[config.mk]
export PLATFORM = sky130hd
export DESIGN_NAME = gpu_instruction_dispatch_flat
export DESIGN_NICKNAME = d
export VERILOG_FILES = /design/src/rtl/gpu_instruction_dispatch_if.sv /design/src/rtl/gpu_instruction_dispatch.sv /design/src/flat_wrapper.sv
export SDC_FILE = /design/constraint.sdc
export NUM_CORES = 1
export LEC_CHECK = 0
export ABC_AREA = 1
export ABC_CLOCK_PERIOD_IN_PS = 1500
export BUFFER_PORTS_ARGS = -buffer_cell sky130_fd_sc_hd__buf_4
export CAP_MARGIN = 15
export CORE_MARGIN = 2
export CORE_UTILIZATION = 46
export DETAILED_ROUTE_END_ITERATION = 6
export PLACE_DENSITY_LB_ADDON = 0.25
export SLEW_MARGIN = 5
export SYNTH_ARGS = -nofsm -noshare
export SYNTH_HDL_FRONTEND = slang
export SYNTH_SLANG_ARGS = --single-unit
[constraint.sdc]
create_clock -name clk -period 1.5 [get_ports clk]
set_input_delay 0.15 -clock clk [delete_from_list [all_inputs] [get_ports clk]]
set_output_delay 0.15 -clock clk [all_outputs]
set_load 0.02 [all_outputs]
[src/rtl/gpu_instruction_dispatch_if.sv]
// Dispatch bus: FIFO head fields and pop strobe, engine start/done, registered command.
// The slave modport is the dispatch side; the master modport is the FIFO/engine side.
interface gpu_instruction_dispatch_if #(
    parameter int W_BITS   = 10,
    parameter int H_BITS   = 10,
    parameter int C_BITS   = 8,
    parameter int CNT_BITS = 16
);
    logic                fifo_empty_i;
    logic [3:0]          opcode_i;
    logic [W_BITS-1:0]   x1_i;
    logic [W_BITS-1:0]   x2_i;
    logic [H_BITS-1:0]   y1_i;
    logic [H_BITS-1:0]   y2_i;
    logic [W_BITS-1:0]   rad_i;
    logic [C_BITS-1:0]   r_i;
    logic [C_BITS-1:0]   g_i;
    logic [C_BITS-1:0]   b_i;
    logic [2:0]          quad_i;
    logic                stall_i;
    logic                pop_instruction_o;
    logic [2:0]          start_o;
    logic [2:0]          done_i;
    logic [W_BITS-1:0]   cmd_x1_o;
    logic [W_BITS-1:0]   cmd_x2_o;
    logic [H_BITS-1:0]   cmd_y1_o;
    logic [H_BITS-1:0]   cmd_y2_o;
    logic [W_BITS-1:0]   cmd_rad_o;
    logic [C_BITS-1:0]   cmd_r_o;
    logic [C_BITS-1:0]   cmd_g_o;
    logic [C_BITS-1:0]   cmd_b_o;
    logic [2:0]          cmd_quad_o;
    logic                busy_o;
    logic                illegal_o;
    logic [CNT_BITS-1:0] done_count_o;

    modport slave (
        input  fifo_empty_i, opcode_i, x1_i, x2_i, y1_i, y2_i, rad_i,
        input  r_i, g_i, b_i, quad_i, stall_i, done_i,
        output pop_instruction_o, start_o, cmd_x1_o, cmd_x2_o,
        output cmd_y1_o, cmd_y2_o, cmd_rad_o, cmd_r_o, cmd_g_o,
        output cmd_b_o, cmd_quad_o, busy_o, illegal_o, done_count_o
    );

    modport master (
        output fifo_empty_i, opcode_i, x1_i, x2_i, y1_i, y2_i, rad_i,
        output r_i, g_i, b_i, quad_i, stall_i, done_i,
        input  pop_instruction_o, start_o, cmd_x1_o, cmd_x2_o,
        input  cmd_y1_o, cmd_y2_o, cmd_rad_o, cmd_r_o, cmd_g_o,
        input  cmd_b_o, cmd_quad_o, busy_o, illegal_o, done_count_o
    );
endinterface

[src/rtl/gpu_instruction_dispatch.sv]
// Pops one instruction from the FIFO, decodes and normalises it, then issues it
// to the line/arc/fill raster engine and waits for that engine's done pulse.
module gpu_instruction_dispatch #(
    parameter int W_BITS   = 10,
    parameter int H_BITS   = 10,
    parameter int C_BITS   = 8,
    parameter int CNT_BITS = 16
) (
    input logic                       clk,
    input logic                       rst,
    gpu_instruction_dispatch_if.slave bus
);
    typedef enum logic [1:0] {
        S_IDLE, S_DECODE, S_ISSUE, S_BUSY
    } state_t;

    localparam logic [3:0] OP_NOP  = 4'b0000;
    localparam logic [3:0] OP_FILL = 4'b0001;
    localparam logic [3:0] OP_ARC  = 4'b0010;
    localparam logic [3:0] OP_LINE = 4'b0100;

    state_t              r_state;
    state_t              w_next;
    logic [3:0]          r_op;
    logic [W_BITS-1:0]   r_x1, r_x2, r_rad;
    logic [H_BITS-1:0]   r_y1, r_y2;
    logic [C_BITS-1:0]   r_r, r_g, r_b;
    logic [2:0]          r_quad;
    logic [CNT_BITS-1:0] r_cnt;

    logic [2:0] w_eng;
    logic       w_nop;
    logic       w_take;
    logic       w_done;
    logic       w_pop;
    logic [2:0] w_start;
    logic       w_busy;
    logic       w_illegal;

    // Engine select of the latched opcode; zero with w_nop low means illegal.
    always_comb begin
        w_eng = 3'b000;
        w_nop = 1'b0;
        unique case (r_op)
            OP_LINE: w_eng = 3'b001;
            OP_ARC:  w_eng = 3'b010;
            OP_FILL: w_eng = 3'b100;
            OP_NOP:  w_nop = 1'b1;
            default: w_eng = 3'b000;
        endcase
    end

    assign w_take = (r_state == S_IDLE) && !bus.fifo_empty_i && !bus.stall_i;
    assign w_done = |(bus.done_i & w_eng);

    always_ff @(posedge clk) begin
        if (rst) begin
            r_state <= S_IDLE;
        end else begin
            r_state <= w_next;
        end
    end

    always_comb begin
        w_next = r_state;
        case (r_state)
            S_IDLE:   if (w_take) w_next = S_DECODE;
            S_DECODE: w_next = (w_eng != 3'b000) ? S_ISSUE : S_IDLE;
            S_ISSUE:  w_next = S_BUSY;
            S_BUSY:   if (w_done) w_next = S_IDLE;
            default:  w_next = S_IDLE;
        endcase
    end

    // Outputs are forced low while reset is held, even with a non-empty FIFO.
    always_comb begin
        w_pop     = 1'b0;
        w_start   = 3'b000;
        w_busy    = 1'b0;
        w_illegal = 1'b0;
        if (!rst) begin
            w_pop     = w_take;
            w_busy    = (r_state != S_IDLE);
            w_start   = (r_state == S_ISSUE) ? w_eng : 3'b000;
            w_illegal = (r_state == S_DECODE) && (w_eng == 3'b000) && !w_nop;
        end
    end

    always_ff @(posedge clk) begin
        if (rst) begin
            r_op   <= '0;
            r_x1   <= '0;
            r_x2   <= '0;
            r_y1   <= '0;
            r_y2   <= '0;
            r_rad  <= '0;
            r_r    <= '0;
            r_g    <= '0;
            r_b    <= '0;
            r_quad <= '0;
            r_cnt  <= '0;
        end else begin
            if (w_take) begin
                r_op   <= bus.opcode_i;
                r_x1   <= bus.x1_i;
                r_x2   <= bus.x2_i;
                r_y1   <= bus.y1_i;
                r_y2   <= bus.y2_i;
                r_rad  <= bus.rad_i;
                r_r    <= bus.r_i;
                r_g    <= bus.g_i;
                r_b    <= bus.b_i;
                r_quad <= bus.quad_i;
            end
            // Fill engine expects ascending corners on each axis.
            if (r_state == S_DECODE && r_op == OP_FILL) begin
                if (r_x1 > r_x2) begin
                    r_x1 <= r_x2;
                    r_x2 <= r_x1;
                end
                if (r_y1 > r_y2) begin
                    r_y1 <= r_y2;
                    r_y2 <= r_y1;
                end
            end
            if ((r_state == S_DECODE && w_nop) ||
                (r_state == S_BUSY && w_done)) begin
                r_cnt <= r_cnt + CNT_BITS'(1);
            end
        end
    end

    assign bus.pop_instruction_o = w_pop;
    assign bus.start_o           = w_start;
    assign bus.busy_o            = w_busy;
    assign bus.illegal_o         = w_illegal;
    assign bus.cmd_x1_o          = r_x1;
    assign bus.cmd_x2_o          = r_x2;
    assign bus.cmd_y1_o          = r_y1;
    assign bus.cmd_y2_o          = r_y2;
    assign bus.cmd_rad_o         = r_rad;
    assign bus.cmd_r_o           = r_r;
    assign bus.cmd_g_o           = r_g;
    assign bus.cmd_b_o           = r_b;
    assign bus.cmd_quad_o        = r_quad;
    assign bus.done_count_o      = r_cnt;
endmodule

[src/flat_wrapper.sv]
// flat-port wrapper written by rule: the top's interface ports become plain ports
module gpu_instruction_dispatch_flat 
#(
    parameter int W_BITS   = 10,
    parameter int H_BITS   = 10,
    parameter int C_BITS   = 8,
    parameter int CNT_BITS = 16
)
  (clk, rst, bus_fifo_empty_i, bus_opcode_i, bus_x1_i, bus_x2_i, bus_y1_i, bus_y2_i, bus_rad_i, bus_r_i, bus_g_i, bus_b_i, bus_quad_i, bus_stall_i, bus_done_i, bus_pop_instruction_o, bus_start_o, bus_cmd_x1_o, bus_cmd_x2_o, bus_cmd_y1_o, bus_cmd_y2_o, bus_cmd_rad_o, bus_cmd_r_o, bus_cmd_g_o, bus_cmd_b_o, bus_cmd_quad_o, bus_busy_o, bus_illegal_o, bus_done_count_o);
  gpu_instruction_dispatch_if #(.W_BITS(W_BITS), .H_BITS(H_BITS), .C_BITS(C_BITS), .CNT_BITS(CNT_BITS)) bus_i ();
  input logic clk;
  input logic rst;
  input wire logic [$bits(bus_i.fifo_empty_i)-1:0] bus_fifo_empty_i;
  input wire logic [$bits(bus_i.opcode_i)-1:0] bus_opcode_i;
  input wire logic [$bits(bus_i.x1_i)-1:0] bus_x1_i;
  input wire logic [$bits(bus_i.x2_i)-1:0] bus_x2_i;
  input wire logic [$bits(bus_i.y1_i)-1:0] bus_y1_i;
  input wire logic [$bits(bus_i.y2_i)-1:0] bus_y2_i;
  input wire logic [$bits(bus_i.rad_i)-1:0] bus_rad_i;
  input wire logic [$bits(bus_i.r_i)-1:0] bus_r_i;
  input wire logic [$bits(bus_i.g_i)-1:0] bus_g_i;
  input wire logic [$bits(bus_i.b_i)-1:0] bus_b_i;
  input wire logic [$bits(bus_i.quad_i)-1:0] bus_quad_i;
  input wire logic [$bits(bus_i.stall_i)-1:0] bus_stall_i;
  input wire logic [$bits(bus_i.done_i)-1:0] bus_done_i;
  output wire logic [$bits(bus_i.pop_instruction_o)-1:0] bus_pop_instruction_o;
  output wire logic [$bits(bus_i.start_o)-1:0] bus_start_o;
  output wire logic [$bits(bus_i.cmd_x1_o)-1:0] bus_cmd_x1_o;
  output wire logic [$bits(bus_i.cmd_x2_o)-1:0] bus_cmd_x2_o;
  output wire logic [$bits(bus_i.cmd_y1_o)-1:0] bus_cmd_y1_o;
  output wire logic [$bits(bus_i.cmd_y2_o)-1:0] bus_cmd_y2_o;
  output wire logic [$bits(bus_i.cmd_rad_o)-1:0] bus_cmd_rad_o;
  output wire logic [$bits(bus_i.cmd_r_o)-1:0] bus_cmd_r_o;
  output wire logic [$bits(bus_i.cmd_g_o)-1:0] bus_cmd_g_o;
  output wire logic [$bits(bus_i.cmd_b_o)-1:0] bus_cmd_b_o;
  output wire logic [$bits(bus_i.cmd_quad_o)-1:0] bus_cmd_quad_o;
  output wire logic [$bits(bus_i.busy_o)-1:0] bus_busy_o;
  output wire logic [$bits(bus_i.illegal_o)-1:0] bus_illegal_o;
  output wire logic [$bits(bus_i.done_count_o)-1:0] bus_done_count_o;
  assign bus_i.fifo_empty_i = bus_fifo_empty_i;
  assign bus_i.opcode_i = bus_opcode_i;
  assign bus_i.x1_i = bus_x1_i;
  assign bus_i.x2_i = bus_x2_i;
  assign bus_i.y1_i = bus_y1_i;
  assign bus_i.y2_i = bus_y2_i;
  assign bus_i.rad_i = bus_rad_i;
  assign bus_i.r_i = bus_r_i;
  assign bus_i.g_i = bus_g_i;
  assign bus_i.b_i = bus_b_i;
  assign bus_i.quad_i = bus_quad_i;
  assign bus_i.stall_i = bus_stall_i;
  assign bus_i.done_i = bus_done_i;
  assign bus_pop_instruction_o = bus_i.pop_instruction_o;
  assign bus_start_o = bus_i.start_o;
  assign bus_cmd_x1_o = bus_i.cmd_x1_o;
  assign bus_cmd_x2_o = bus_i.cmd_x2_o;
  assign bus_cmd_y1_o = bus_i.cmd_y1_o;
  assign bus_cmd_y2_o = bus_i.cmd_y2_o;
  assign bus_cmd_rad_o = bus_i.cmd_rad_o;
  assign bus_cmd_r_o = bus_i.cmd_r_o;
  assign bus_cmd_g_o = bus_i.cmd_g_o;
  assign bus_cmd_b_o = bus_i.cmd_b_o;
  assign bus_cmd_quad_o = bus_i.cmd_quad_o;
  assign bus_busy_o = bus_i.busy_o;
  assign bus_illegal_o = bus_i.illegal_o;
  assign bus_done_count_o = bus_i.done_count_o;
  gpu_instruction_dispatch #(.W_BITS(W_BITS), .H_BITS(H_BITS), .C_BITS(C_BITS), .CNT_BITS(CNT_BITS)) u_core (.clk(clk), .rst(rst), .bus(bus_i));
endmodule
==> Flow_metrics.wiki, run 1 <==
{| class="wikitable"
! Metric !! Value
|-
| Clk_skew || about 0.0074 ns
|-
| Via count of the first global-routing pass || approximately 5.4k
|-
| Number of buffers on the longest clock path || 2
|-
| Most area-hungry cell type in the Yosys netlist || sky130_fd_sc_hd__dfxtp_1
|-
| Crit path arrival time || 1.91 ns
|-
| Ratio of routed vias to standard cells || 4.85
|-
| Startpoint kind of the worst setup timing path || flop
|-
| Die boundary height || 112 microns
|-
| CTS tree || yes
|-
| Final weighted congestion in routability-driven placement || about 0.85
|-
| Total global routing track utilization || 0.245
|-
| Max incr delay on CP || ~0.36 ns
|-
| Most frequent cells in the layout || sky130_fd_sc_hd__buf_4 (254), sky130_fd_sc_hd__nand2_1 (213), sky130_fd_sc_hd__nor2_1 (160)
|-
| Maximum resistive drop on vdd || around 0.00069 V
|-
| Mean routed wirelength per cell || between 10 and 15 microns
|-
| GRT Residual Overflow || 0
|-
| Cell Area, Placed || ~7400 sq um
|-
| Diode count || 0
|-
| Number of rows created at floorplan || 39
|-
| Cells traversed along the worst timing path || inv_4 -> ha_4 -> nand2_4 -> nor2_4 -> nand3b_1 -> nand2_1 -> inv_2 -> nand2_8 -> clkbuf_16 -> nand2_2 -> nand2_1 -> nor2_1
|-
| Sequential element share of the synthesized area || 0.371
|-
| Clock-pin slew on the worst setup and hold paths || 0.07 ns
|-
| Number of clock sinks || 99
|-
| Placed insts || ~1.2k
|-
| Netlist area before placement || roughly 5300 sq um
|-
| Setup slack after layout || -0.158 ns
|-
| HP Start || bus_g_i[0]
|-
| HP Class || primary input to flop
|-
| Final Hold Fails || 0
|-
| Ranking of synthesized cells by area || sky130_fd_sc_hd__dfxtp_1 (37%), sky130_fd_sc_hd__nand2_1 (17%), sky130_fd_sc_hd__nor2_1 (13%), sky130_fd_sc_hd__inv_1 (6.3%), sky130_fd_sc_hd__o21ai_0 (5.1%)
|-
| Most common library cell in the layout ignoring fill and taps || sky130_fd_sc_hd__buf_4
|-
| Total nets after synthesis || between 900 and 1k
|-
| Run status || finished, violations left
|-
| Synth Area in Compound Gates || 0.0816
|-
| DP Worst Slack || -0.0916 ns
|-
| Clock H-tree levels || 3
|-
| Post-DP HPWL || 10.3 mm
|-
| Number of distinct standard cells referenced by the synthesized netlist || 27
|-
| Fill count || 868
|-
| Post-DRT Antenna Nets || 0
|-
| Clk Latency, worst-skew pair || roughly 0.36 ns
|-
| Final worst path period need || ~1.7 ns
|-
| Count of placed standard cells in the final layout, fillers left out || approximately 1.2k
|-
| Cell type with the highest occurrence count on the critical path || sky130_fd_sc_hd__nand2_1
|-
| Vias after detailed routing || just under 6k
|-
| Total power density per cell area || 845 nW/um^2
|-
| Total of endpoints with negative setup slack in the final report || 41
|-
| Xor and xnor area share after synthesis || 0.0115
|-
| Fraction of layout cells with a size suffix above 1 || 0.414
|-
| Reg2Reg Launch Point || u_core.bus.cmd_y2_o[8]$_SDFF_PP0_
|-
| CP Capture Type || flop
|-
| Final cell utilization of the core || 0.741
|-
| Die ar. || around 12000 sq um
|-
| Final #Nets || about 1.2k
|-
| Number of maximum-capacitance violations || 0
|-
| Final worst-path cycle share || 1.11
|-
| Async set or reset register ratio after synthesis || 0
|-
| Number of DRC markers after the initial detailed-route iteration || 452
|-
| Multiplexer area fraction after synthesis || 0
|-
| Data required time at the worst endpoint || between 1.5 and 2 ns
|-
| Final count of pins violating max slew || 0
|-
| Synthesis-stage register bit count || 99
|-
| Starting Density || 0.469
|-
| Final Cell Area || ~8400 sq um
|-
| Cell count after synthesis || around 830
|-
| Top-level I/O count || ~190
|-
| Pin count of the biggest net entering global routing || between 60 and 70
|-
| Drc violations || 0
|-
| Mean post-synth cell area || around 6.4 sq um
|-
| Total core area || roughly 11000 sq um
|-
| Post-CTS Hold Fix Bufs || 0
|-
| Count of warnings emitted by yosys || 0
|-
| Most used flip-flop cell after synthesis || sky130_fd_sc_hd__dfxtp_1
|-
| Number of antenna violations at the first check in global routing || 0
|-
| Arithmetic-cell share of the synthesized area counting full adders, half adders and majority gates || 0.0492
|-
| Count of TritonRoute iterations in the first routing pass || 5
|-
| Violated checks || negative setup slack
|-
| Setup TNS || -3.11 ns
|-
| Portion of synthesized cell area occupied by the leading cell type || 0.371
|-
| Tightest slew margin relative to the limit || 0.797
|-
| PortBufs || 186
|-
| Total wire length after detailed routing || roughly 16 mm
|-
| CP startpoint || u_core.bus.cmd_y2_o[8]$_SDFF_PP0_
|-
| Leak Pwr || 0.00424 uW
|-
| Largest family of logic cells by synthesized area || simple AND/OR/NAND/NOR gates
|-
| Area growth, synth to finish || 57.8%
|-
| Start-to-end type of the worst setup path || flop to flop
|-
| Peak fanout along the critical path || 7
|-
| Highest-delay cell along the critical path || sky130_fd_sc_hd__dfxtp_4
|-
| Die Span X || 112 microns
|-
| Worst-Margin Slew || around 0.30 ns
|-
| Global-route wire length before repair || between 20 and 30 mm
|-
| Number of synthesized flops with an enable pin || 0
|-
| Post-synthesis share of cell area spent on and, or, nand and nor gates || 0.368
|-
| Root buf cell || sky130_fd_sc_hd__clkbuf_16
|-
| Total CTS buffers || 9
|-
| Fmax achieved || about 600 MHz
|-
| RSZ-0062 raised after global routing || true
|}
## sequential cells by signal (all words and copies together), names as in the netlist, named ones only
signal	flops
u_core.bus.cmd_y2_o	10
u_core.bus.done_count_o	16
u_core.r_op	4
u_core.bus.cmd_quad_o	3
u_core.r_state	1
u_core.bus.cmd_y1_o	10
u_core.bus.cmd_r_o	8
u_core.bus.cmd_b_o	8
u_core.bus.cmd_rad_o	10
u_core.bus.cmd_x2_o	10
u_core.bus.cmd_g_o	8
u_core.bus.cmd_x1_o	10
## power breakdown
| group | switching (uW) | internal (uW) |
|---|---|---|
| registers | 103 | 2770 |
| clock network | 1060 | 1350 |
| logic | 967 | 868 |
| total | 2130 | 4980 |
## synthesized netlist by cell type (2+ instances only)
| cell | instances |
|---|---|
| sky130_fd_sc_hd__a21oi_1 | 23 |
| sky130_fd_sc_hd__buf_2 | 10 |
| sky130_fd_sc_hd__buf_4 | 6 |
| sky130_fd_sc_hd__buf_6 | 13 |
| sky130_fd_sc_hd__clkbuf_1 | 10 |
| sky130_fd_sc_hd__dfxtp_1 | 99 |
| sky130_fd_sc_hd__ha_1 | 21 |
| sky130_fd_sc_hd__inv_1 | 90 |
| sky130_fd_sc_hd__nand2_1 | 246 |
| sky130_fd_sc_hd__nand2_2 | 2 |
| sky130_fd_sc_hd__nand2_4 | 3 |
| sky130_fd_sc_hd__nand3_1 | 31 |
| sky130_fd_sc_hd__nand3b_1 | 3 |
| sky130_fd_sc_hd__nand4_1 | 7 |
| sky130_fd_sc_hd__nor2_1 | 187 |
| sky130_fd_sc_hd__nor2_2 | 3 |
| sky130_fd_sc_hd__o21ai_0 | 54 |
| sky130_fd_sc_hd__o21ai_1 | 10 |
| sky130_fd_sc_hd__xnor2_1 | 2 |
| sky130_fd_sc_hd__xor2_1 | 5 |
## repair_timing
item	CTS	global route
gates cloned	2	5
hold endpoints to repair	0	0
buffers inserted	8	5
setup endpoints to repair	43	51
pin swaps	15	22
gates resized for setup	77	64
## layout make-up
cell class	count	area, sq um	share of cell area
Sequential cell	99	2080	0.247
Timing Repair Buffer	276	2270	0.270
Clock buffer	11	243	0.0288
Inverter	91	357	0.0423
Multi-Input combinational cell	602	3230	0.384
Clock inverter	5	60.1	0.00713
Tap cell	143	179	0.0212
## final timing paths
| kind | to | slack (ns) | depth (start not counted) |
|---|---|---|---|
| setup reg to reg | u_core.bus.cmd_y2_o[4]$_SDFF_PP0_ | -0.16 | 12 |
| setup / recovery | u_core.bus.cmd_y2_o[4]$_SDFF_PP0_ | -0.16 | 12 |
| hold / removal | u_core.bus.cmd_g_o[0]$_SDFFE_PP0P_ | 0.04 | 3 |
| hold reg to reg | u_core.bus.cmd_quad_o[1]$_SDFFE_PP0P_ | 0.48 | 2 |
## cell families after synthesis
kind of cell,after synthesis
AO/OA/AOI/OAI,87
AND/OR/NAND/NOR,487
adder cells (fa/ha/maj),21
buffers and inverters,131
flip-flops,99
XOR/XNOR,7
## critical path: cells and delay by family (launching register included)
kind / cells / cell delay (ns)
and+or+nand+nor: 8 / 0.67
DFF: 1 / 0.36
buffers and inverters: 3 / 0.27
adders and majority gates: 1 / 0.26
## metrics by stage
| stage | hold slack, ns | total power, uW |
|---|---|---|
| 2_1_floorplan | 0.313 | 3770 |
| 5_1_grt | 0.0385 | 7460 |
| 4_1_cts | 0.0363 | 7010 |
| 6_report | 0.0390 | 7120 |
| 3_5_place_dp | 0.407 | 4420 |
| 3_3_place_gp | 0.400 | 4390 |
## routing by layer
layer,vias up,track usage,part of all wire
li1,3066,-,-
met1,2681,0.306,0.42
met2,179,0.419,0.51
met3,28,0.0425,0.056
met4,0,0.0988,0.017
met5,-,0,0
(Power assumes the default switching activity.)
==> run 2, diff against run 1 <==
--- a/config.mk
+++ b/config.mk
@@ -17,3 +17,4 @@
 export SYNTH_ARGS = -nofsm -noshare
 export SYNTH_HDL_FRONTEND = slang
 export SYNTH_SLANG_ARGS = --single-unit
+export TNS_END_PERCENT = 50
==> run 2 against run 1 <==
The flow still finishes with violations (negative setup slack). Clock skew barely moved. Non-clock buffer count fell by 3. Global-route usage fell by 1.6 points. Power fell by 3.5%. Register-to-register slack barely moved. Hold slack improved by 0.0039 ns. Sequential share of layout area rose by 0.39 points. Critical endpoint is now u_core.bus.cmd_y1_o[3]$_SDFF_PP0_. Largest cell class unchanged.
==> Flow_metrics.wiki, run 2 (synthesis gave the netlist of run 1 again) <==
{| class="wikitable"
! Metric !! Value
|-
| Peak fanout along the critical path || 11
|-
| Total CTS buffers || 9
|-
| Reg2Reg Capture Point || u_core.bus.cmd_y1_o[3]$_SDFF_PP0_
|-
| Most frequent cells in the layout || sky130_fd_sc_hd__buf_4 (255), sky130_fd_sc_hd__nand2_1 (233), sky130_fd_sc_hd__nor2_1 (168)
|-
| Number of clock sinks || 99
|-
| Fmax achieved || approximately 600 MHz
|-
| RSZ-0062 raised after global routing || true
|-
| Register-to-register path setup slack || -0.17 ns
|-
| Clock share of power || 0.328
|-
| Highest-delay cell along the critical path || sky130_fd_sc_hd__dfxtp_4
|-
| Global-route wire length before repair || 23.8 mm
|-
| Number of maximum-capacitance violations || 0
|-
| Final weighted congestion in routability-driven placement || roughly 0.83
|-
| Final count of pins violating max slew || 0
|-
| Data required time at the worst endpoint || between 1.5 and 2 ns
|-
| Total core area || between 10000 and 15000 sq um
|-
| Count of placed standard cells in the final layout, fillers left out || between 1k and 1.5k
|-
| Vias after detailed routing || 5883
|-
| Worst-Margin Slew || 0.349 ns
|-
| Hold depth || 3
|-
| Clk_skew || about 0.0075 ns
|-
| Final Hold Fails || 0
|-
| Post-DP HPWL || around 10 mm
|-
| Top-level I/O count || approximately 190
|-
| Ratio of routed vias to standard cells || 4.81
|-
| Mean routed wirelength per cell || roughly 12 microns
|-
| Overall power after layout || slightly below 7000 uW
|-
| Buffers and inverters on the worst path || 2
|-
| Final Cell Area || between 8000 and 9000 sq um
|-
| Clk Latency, worst-skew pair || about 0.35 ns
|-
| Setup slack after layout || -0.169 ns
|-
| Fraction of layout cells with a size suffix above 1 || 0.388
|-
| CP startpoint || u_core.bus.cmd_y2_o[5]$_SDFF_PP0_
|-
| HP Start || bus_b_i[7]
|-
| Count of TritonRoute iterations in the first routing pass || 5
|-
| Part of the power in registers || 0.417
|-
| Cell type group with the largest total delay on the critical path || simple AND/OR/NAND/NOR gates
|-
| Die Span X || 112 microns
|-
| Final cell utilization of the core || 0.728
|-
| Crit path arrival time || between 1.5 and 2 ns
|-
| Total of endpoints with negative setup slack in the final report || between 40 and 50
|-
| Cell Area, Placed || roughly 7400 sq um
|-
| Final worst path period need || 1.67 ns
|-
| CP Capture Type || flop
|-
| Leak Pwr || about 0.0042 uW
|-
| Clock H-tree levels || 3
|-
| Clock-pin slew on the worst setup and hold paths || ~0.070 ns
|-
| Final worst-path cycle share || 1.11
|-
| HP Class || primary input to flop
|-
| Internal portion of total power || between 4000 and 5000 uW
|-
| Switching portion of total power || 0.310
|-
| Placed insts || between 1k and 1.5k
|-
| Total wire length after detailed routing || approximately 15 mm
|-
| Hold Crit Endpoint || u_core.bus.cmd_b_o[7]$_SDFFE_PP0P_
|-
| Reg2Reg Launch Point || u_core.bus.cmd_y2_o[5]$_SDFF_PP0_
|-
| Post-DRT Antenna Nets || 0
|-
| Max incr delay on CP || around 0.35 ns
|-
| Startpoint kind of the worst setup timing path || flop
|-
| Total power density per cell area || approximately 830 nW/um^2
|-
| Drc violations || 0
|-
| Die ar. || 12500 sq um
|-
| Number of DRC markers after the initial detailed-route iteration || 316
|-
| Die boundary height || about 110 microns
|-
| Via count of the first global-routing pass || 5196
|-
| Total global routing track utilization || 0.228
|-
| Combinational share of power || 0.255
|-
| Diode count || 0
|-
| Post-CTS Hold Fix Bufs || 0
|-
| GRT Residual Overflow || 0
|-
| Run status || finished, violations left
|-
| Number of rows created at floorplan || 39
|-
| Number of flip-flops under the largest register name || 16
|-
| Pin count of the biggest net entering global routing || between 50 and 60
|-
| Most common library cell in the layout ignoring fill and taps || sky130_fd_sc_hd__buf_4
|-
| CTS tree || yes
|-
| Root buf cell || sky130_fd_sc_hd__clkbuf_16
|-
| Cells traversed along the worst timing path || inv_2 -> ha_4 -> nand2_2 -> nor2_2 -> nand3_2 -> nand3_2 -> nand2_8 -> clkbuf_16 -> nor2_1 -> nor2_1
|-
| Start-to-end type of the worst setup path || flop to flop
|-
| Maximum resistive drop on vdd || around 0.00067 V
|-
| PortBufs || 186
|-
| Number of buffers on the longest clock path || 2
|-
| Number of antenna violations at the first check in global routing || 0
|-
| Depth of the worst register-to-register path || 10
|-
| Tightest slew margin relative to the limit || 0.767
|-
| Net Switching || 2130 uW
|-
| Starting Density || 0.469
|-
| Violated checks || negative setup slack
|-
| Final #Nets || approximately 1.2k
|-
| Area growth, synth to finish || 55.1%
|}
## run 2: cell types whose count changed in the layout (fill, tap and decap cells not counted), moves of 2 or more
cell                        delta
sky130_fd_sc_hd__buf_12        +2
sky130_fd_sc_hd__buf_6         -7
sky130_fd_sc_hd__clkbuf_16     +2
sky130_fd_sc_hd__inv_2         +4
sky130_fd_sc_hd__inv_4         -4
sky130_fd_sc_hd__inv_6         +4
sky130_fd_sc_hd__nand2_1      +20
sky130_fd_sc_hd__nand2_2      -16
sky130_fd_sc_hd__nand2_4       -4
sky130_fd_sc_hd__nor2_1        +8
sky130_fd_sc_hd__nor2_2        -3
sky130_fd_sc_hd__nor2_4        -5
## run 2: cell type report
cell class | count | area [sq um]
Tap cell | 143 | 179
Timing Repair Buffer | 273 | 2280
Fill cell | 918 | 3090
Clock inverter | 7 | 55.1
Clock buffer | 9 | 225
Inverter | 91 | 349
Multi-Input combinational cell | 602 | 3120
Sequential cell | 99 | 2070
## run 2: worst max path at each step
| stage | end | slack [ns] | cells after the start |
|---|---|---|---|
| global placement | u_core.bus.cmd_y2_o[1]$_SDFF_PP0_ | -0.05 | 12 |
| detailed placement | u_core.bus.cmd_y2_o[2]$_SDFF_PP0_ | -0.10 | 11 |
| finish | u_core.bus.cmd_y1_o[3]$_SDFF_PP0_ | -0.17 | 10 |
| CTS | bus_illegal_o | -0.1 | 6 |
| global route | u_core.bus.cmd_x1_o[7]$_SDFF_PP0_ | -0.23 | 13 |
| floorplan | u_core.bus.cmd_x1_o[0]$_SDFF_PP0_ | -0.003 | 13 |
## run 2: power groups by stage
| stage | logic, uW | clock network (uW) | registers, uW |
|---|---|---|---|
| after floorplan | 673 | 0 | 3090 |
| after global placement | 1480 | 0 | 2910 |
| after detailed placement | 1500 | 0 | 2910 |
| after CTS | 1590 | 2300 | 2860 |
| after global routing | 1930 | 2440 | 2880 |
| final | 1750 | 2250 | 2870 |
## run 2: per-stage QoR
stage / setup TNS [ns] / hold slack [ns] / setup slack [ns]
after floorplan: -0.0267 / 0.313 / -0.00298
after global routing: -8.74 / 0.0425 / -0.231
final: -4.11 / 0.0429 / -0.169
after CTS: -2.47 / 0.0407 / -0.0959
after global placement: -1.67 / 0.400 / -0.0535
after detailed placement: -2.58 / 0.408 / -0.105
## run 2: routing by layer
metal | vias up | part of all wire | GRT usage | routed length [microns]
met5 | - | 0 | 0 | 0
met4 | 0 | 0.016 | 0.0749 | 248
met2 | 143 | 0.49 | 0.386 | 7440
li1 | 3049 | - | - | -
met1 | 2673 | 0.44 | 0.296 | 6660
met3 | 18 | 0.056 | 0.0408 | 847
## run 2: repair_timing
item,CTS,global route
gates cloned,0,6
endpoints found under the setup margin,42,61
pin swaps,8,25
buffers inserted,6,1
endpoints found under the hold margin,0,0
gates resized for setup,30,57
## run 2: worst register-to-register path: stages (launching register included)
cell                        delay (ns)
sky130_fd_sc_hd__dfxtp_4          0.35
sky130_fd_sc_hd__inv_2            0.04
sky130_fd_sc_hd__ha_4             0.26
sky130_fd_sc_hd__nand2_2          0.05
sky130_fd_sc_hd__nor2_2           0.16
sky130_fd_sc_hd__nand3_2          0.09
sky130_fd_sc_hd__nand3_2          0.13
sky130_fd_sc_hd__nand2_8          0.09
sky130_fd_sc_hd__clkbuf_16        0.18
sky130_fd_sc_hd__nor2_1           0.13
sky130_fd_sc_hd__nor2_1           0.08
==> run 3, diff against run 2 <==
--- a/config.mk
+++ b/config.mk
@@ -13,6 +13,7 @@
 export CORE_UTILIZATION = 46
 export DETAILED_ROUTE_END_ITERATION = 6
 export PLACE_DENSITY_LB_ADDON = 0.25
+export RECOVER_POWER = 100
 export SLEW_MARGIN = 5
 export SYNTH_ARGS = -nofsm -noshare
 export SYNTH_HDL_FRONTEND = slang
==> run 3 against run 2 <==
Utilization fell by 1.5 points. Setup slack got worse by 0.0014 ns. Flip-flop and latch count did not move. The flow still finishes with violations (negative setup slack). Final cell count did not move. Critical path type unchanged. Critical path depth did not move. Register-to-register slack barely moved. Critical endpoint unchanged.
==> Flow_metrics.wiki, run 3 (synthesis gave the netlist of run 1 again) <==
{| class="wikitable"
! Metric !! Value
|-
| Run status || finished, violations left
|-
| Violated checks || negative setup slack
|-
| Ratio of routed vias to standard cells || 4.81
|-
| Number of flip-flops under the largest register name || 16
|-
| Die ar. || around 12000 sq um
|-
| Top-level I/O count || 187
|-
| Total wire length after detailed routing || ~15 mm
|-
| Hold depth || 3
|-
| Total core area || 11400 sq um
|-
| Leak Pwr || slightly above 0.004 uW
|-
| HP Class || primary input to flop
|-
| Global-route wire length before repair || between 20 and 25 mm
|-
| DP Worst Slack || -0.105 ns
|-
| Fmax achieved || ~600 MHz
|-
| Peak fanout along the critical path || 11
|-
| Clk_skew || 0.00732 ns
|-
| Highest-delay cell along the critical path || sky130_fd_sc_hd__dfxtp_4
|-
| Max incr delay on CP || about 0.35 ns
|-
| Final worst path period need || about 1.7 ns
|-
| Final #Nets || about 1.2k
|-
| RSZ-0062 raised after global routing || true
|-
| Final count of pins violating max slew || 0
|-
| Clk Latency, worst-skew pair || around 0.35 ns
|-
| Number of maximum-capacitance violations || 0
|-
| Number of DRC markers after the initial detailed-route iteration || 320
|-
| Cell type group with the largest total delay on the critical path || simple AND/OR/NAND/NOR gates
|-
| Starting Density || 0.469
|-
| Total global routing track utilization || 0.228
|-
| Tightest slew margin relative to the limit || 0.773
|-
| Total of endpoints with negative setup slack in the final report || between 40 and 50
|-
| HP Start || bus_b_i[7]
|-
| Area growth, synth to finish || 51.9%
|-
| Post-DP HPWL || 10.1 mm
|-
| Final weighted congestion in routability-driven placement || about 0.83
|-
| Most frequent cells in the layout || sky130_fd_sc_hd__nand2_1 (233), sky130_fd_sc_hd__buf_4 (210), sky130_fd_sc_hd__nor2_1 (168)
|-
| Fraction of layout cells with a size suffix above 1 || 0.345
|-
| CP Capture Type || flop
|-
| Total power density per cell area || 840 nW/um^2
|-
| GRT Residual Overflow || 0
|-
| Crit path arrival time || about 1.9 ns
|-
| Cells traversed along the worst timing path || inv_2 -> ha_4 -> nand2_2 -> nor2_2 -> nand3_2 -> nand3_2 -> nand2_8 -> clkbuf_16 -> nor2_1 -> nor2_1
|-
| Via count of the first global-routing pass || 5196
|-
| Reg2Reg Capture Point || u_core.bus.cmd_y1_o[3]$_SDFF_PP0_
|-
| Depth of the worst register-to-register path || 10
|-
| Most common library cell in the layout ignoring fill and taps || sky130_fd_sc_hd__nand2_1
|-
| Smallest hold slack || around 0.043 ns
|-
| Worst-Margin Slew || ~0.34 ns
|-
| Number of clock sinks || 99
|-
| Mean routed wirelength per cell || roughly 12 microns
|-
| Final worst-path cycle share || 1.11
|-
| Die Span X || ~110 microns
|-
| Drc violations || 0
|-
| Number of rows created at floorplan || 39
|-
| Die boundary height || 112 microns
|-
| Startpoint kind of the worst setup timing path || flop
|-
| Root buf cell || sky130_fd_sc_hd__clkbuf_16
|-
| Diode count || 0
|-
| Hold Crit Endpoint || u_core.bus.cmd_b_o[7]$_SDFFE_PP0P_
|-
| PortBufs || between 150 and 200
|-
| Count of TritonRoute iterations in the first routing pass || 4
|-
| Start-to-end type of the worst setup path || flop to flop
|-
| Post-DRT Antenna Nets || 0
|-
| Buffers and inverters on the worst path || 2
|-
| Number of antenna violations at the first check in global routing || 0
|-
| Vias after detailed routing || around 5.9k
|-
| Total CTS buffers || 9
|-
| Post-CTS Hold Fix Bufs || 0
|-
| CTS tree || yes
|-
| Clock H-tree levels || 3
|-
| Data required time at the worst endpoint || about 1.7 ns
|-
| Reg2Reg Launch Point || u_core.bus.cmd_y2_o[5]$_SDFF_PP0_
|-
| Number of buffers on the longest clock path || 2
|-
| Logic depth of the worst path, buffers included || 10
|-
| Register-to-register path setup slack || -0.17 ns
|-
| Setup slack after layout || -0.171 ns
|-
| Final Hold Fails || 0
|-
| Maximum resistive drop on vdd || 0.000660 V
|-
| Clock-pin slew on the worst setup and hold paths || 0.07 ns
|-
| Pin count of the biggest net entering global routing || 55
|}
run 3: cell count changes in the layout (fill, tap and decap cells not counted):
cell / before / now
sky130_fd_sc_hd__dfxtp_2: 22 / 21
sky130_fd_sc_hd__buf_4: 255 / 210
sky130_fd_sc_hd__clkbuf_1: 0 / 45
sky130_fd_sc_hd__dfxtp_1: 60 / 61
run 3: layout make-up:
| class | instances | area [sq um] |
|---|---|---|
| clock buffers | 9 | 225 |
| well taps | 143 | 179 |
| fillers | 955 | 3260 |
| inverters | 91 | 349 |
| multi-input cells | 602 | 3120 |
| clock inverters | 7 | 55.1 |
| flip-flops and latches | 99 | 2070 |
| repair buffers | 273 | 2110 |
run 3: how the worst max path moves through the flow:
| stage | from | end | slack, ns |
|---|---|---|---|
| finish | u_core.bus.cmd_y2_o[5]$_SDFF_PP0_ | u_core.bus.cmd_y1_o[3]$_SDFF_PP0_ | -0.17 |
| global route | u_core.bus.cmd_x2_o[5]$_SDFF_PP0_ | u_core.bus.cmd_x1_o[7]$_SDFF_PP0_ | -0.23 |
| CTS | u_core.r_op[1]$_SDFFE_PP0P_ | bus_illegal_o | -0.1 |
| detailed placement | u_core.bus.cmd_y2_o[3]$_SDFF_PP0_ | u_core.bus.cmd_y2_o[2]$_SDFF_PP0_ | -0.10 |
| global placement | u_core.bus.cmd_y2_o[3]$_SDFF_PP0_ | u_core.bus.cmd_y2_o[1]$_SDFF_PP0_ | -0.05 |
| floorplan | u_core.bus.cmd_x2_o[4]$_SDFF_PP0_ | u_core.bus.cmd_x1_o[0]$_SDFF_PP0_ | -0.003 |
run 3: what timing repair did:
item,in CTS,in global routing
gates cloned,0,6
endpoints found under the hold margin,0,0
pin swaps,8,25
endpoints found under the setup margin,42,61
buffers inserted,6,1
resized for setup,30,57
run 3: worst reg2reg max path: cells and delay by family, from the launching register on:
| family | cells | cell delay, ns |
|---|---|---|
| buffers and inverters | 2 | 0.22 |
| AND/OR/NAND/NOR | 7 | 0.73 |
| adder cells (fa/ha/maj) | 1 | 0.26 |
| flip-flops | 1 | 0.35 |
run 3: per-layer routing:
layer	wire length, microns	track usage	share of wire	vias up
li1	-	-	-	3050
met1	6790	0.296	0.44	2667
met2	7360	0.386	0.48	157
met3	872	0.0408	0.057	18
met4	248	0.0749	0.016	0
met5	0	0	0	-
run 3: per-stage QoR:
step	cells	TNS [ns]	util	power, uW	area, sq um
after floorplan	832	-0.0267	-	3770	5500
after global placement	1195	-1.67	0.653	4390	7420
after global routing	1224	-8.74	0.713	7180	8110
after detailed placement	1195	-2.58	0.653	4410	7420
after CTS	1217	-2.47	0.694	6740	7890
final	1224	-4.13	0.713	6810	8110
run 3: power by group:
part           leakage (uW)  total, uW  switching, uW  internal [uW]
sequential         0.000831       2860           96.2           2770
combinational       0.00307       1690            928            757
clock              0.000142       2260           1110           1150
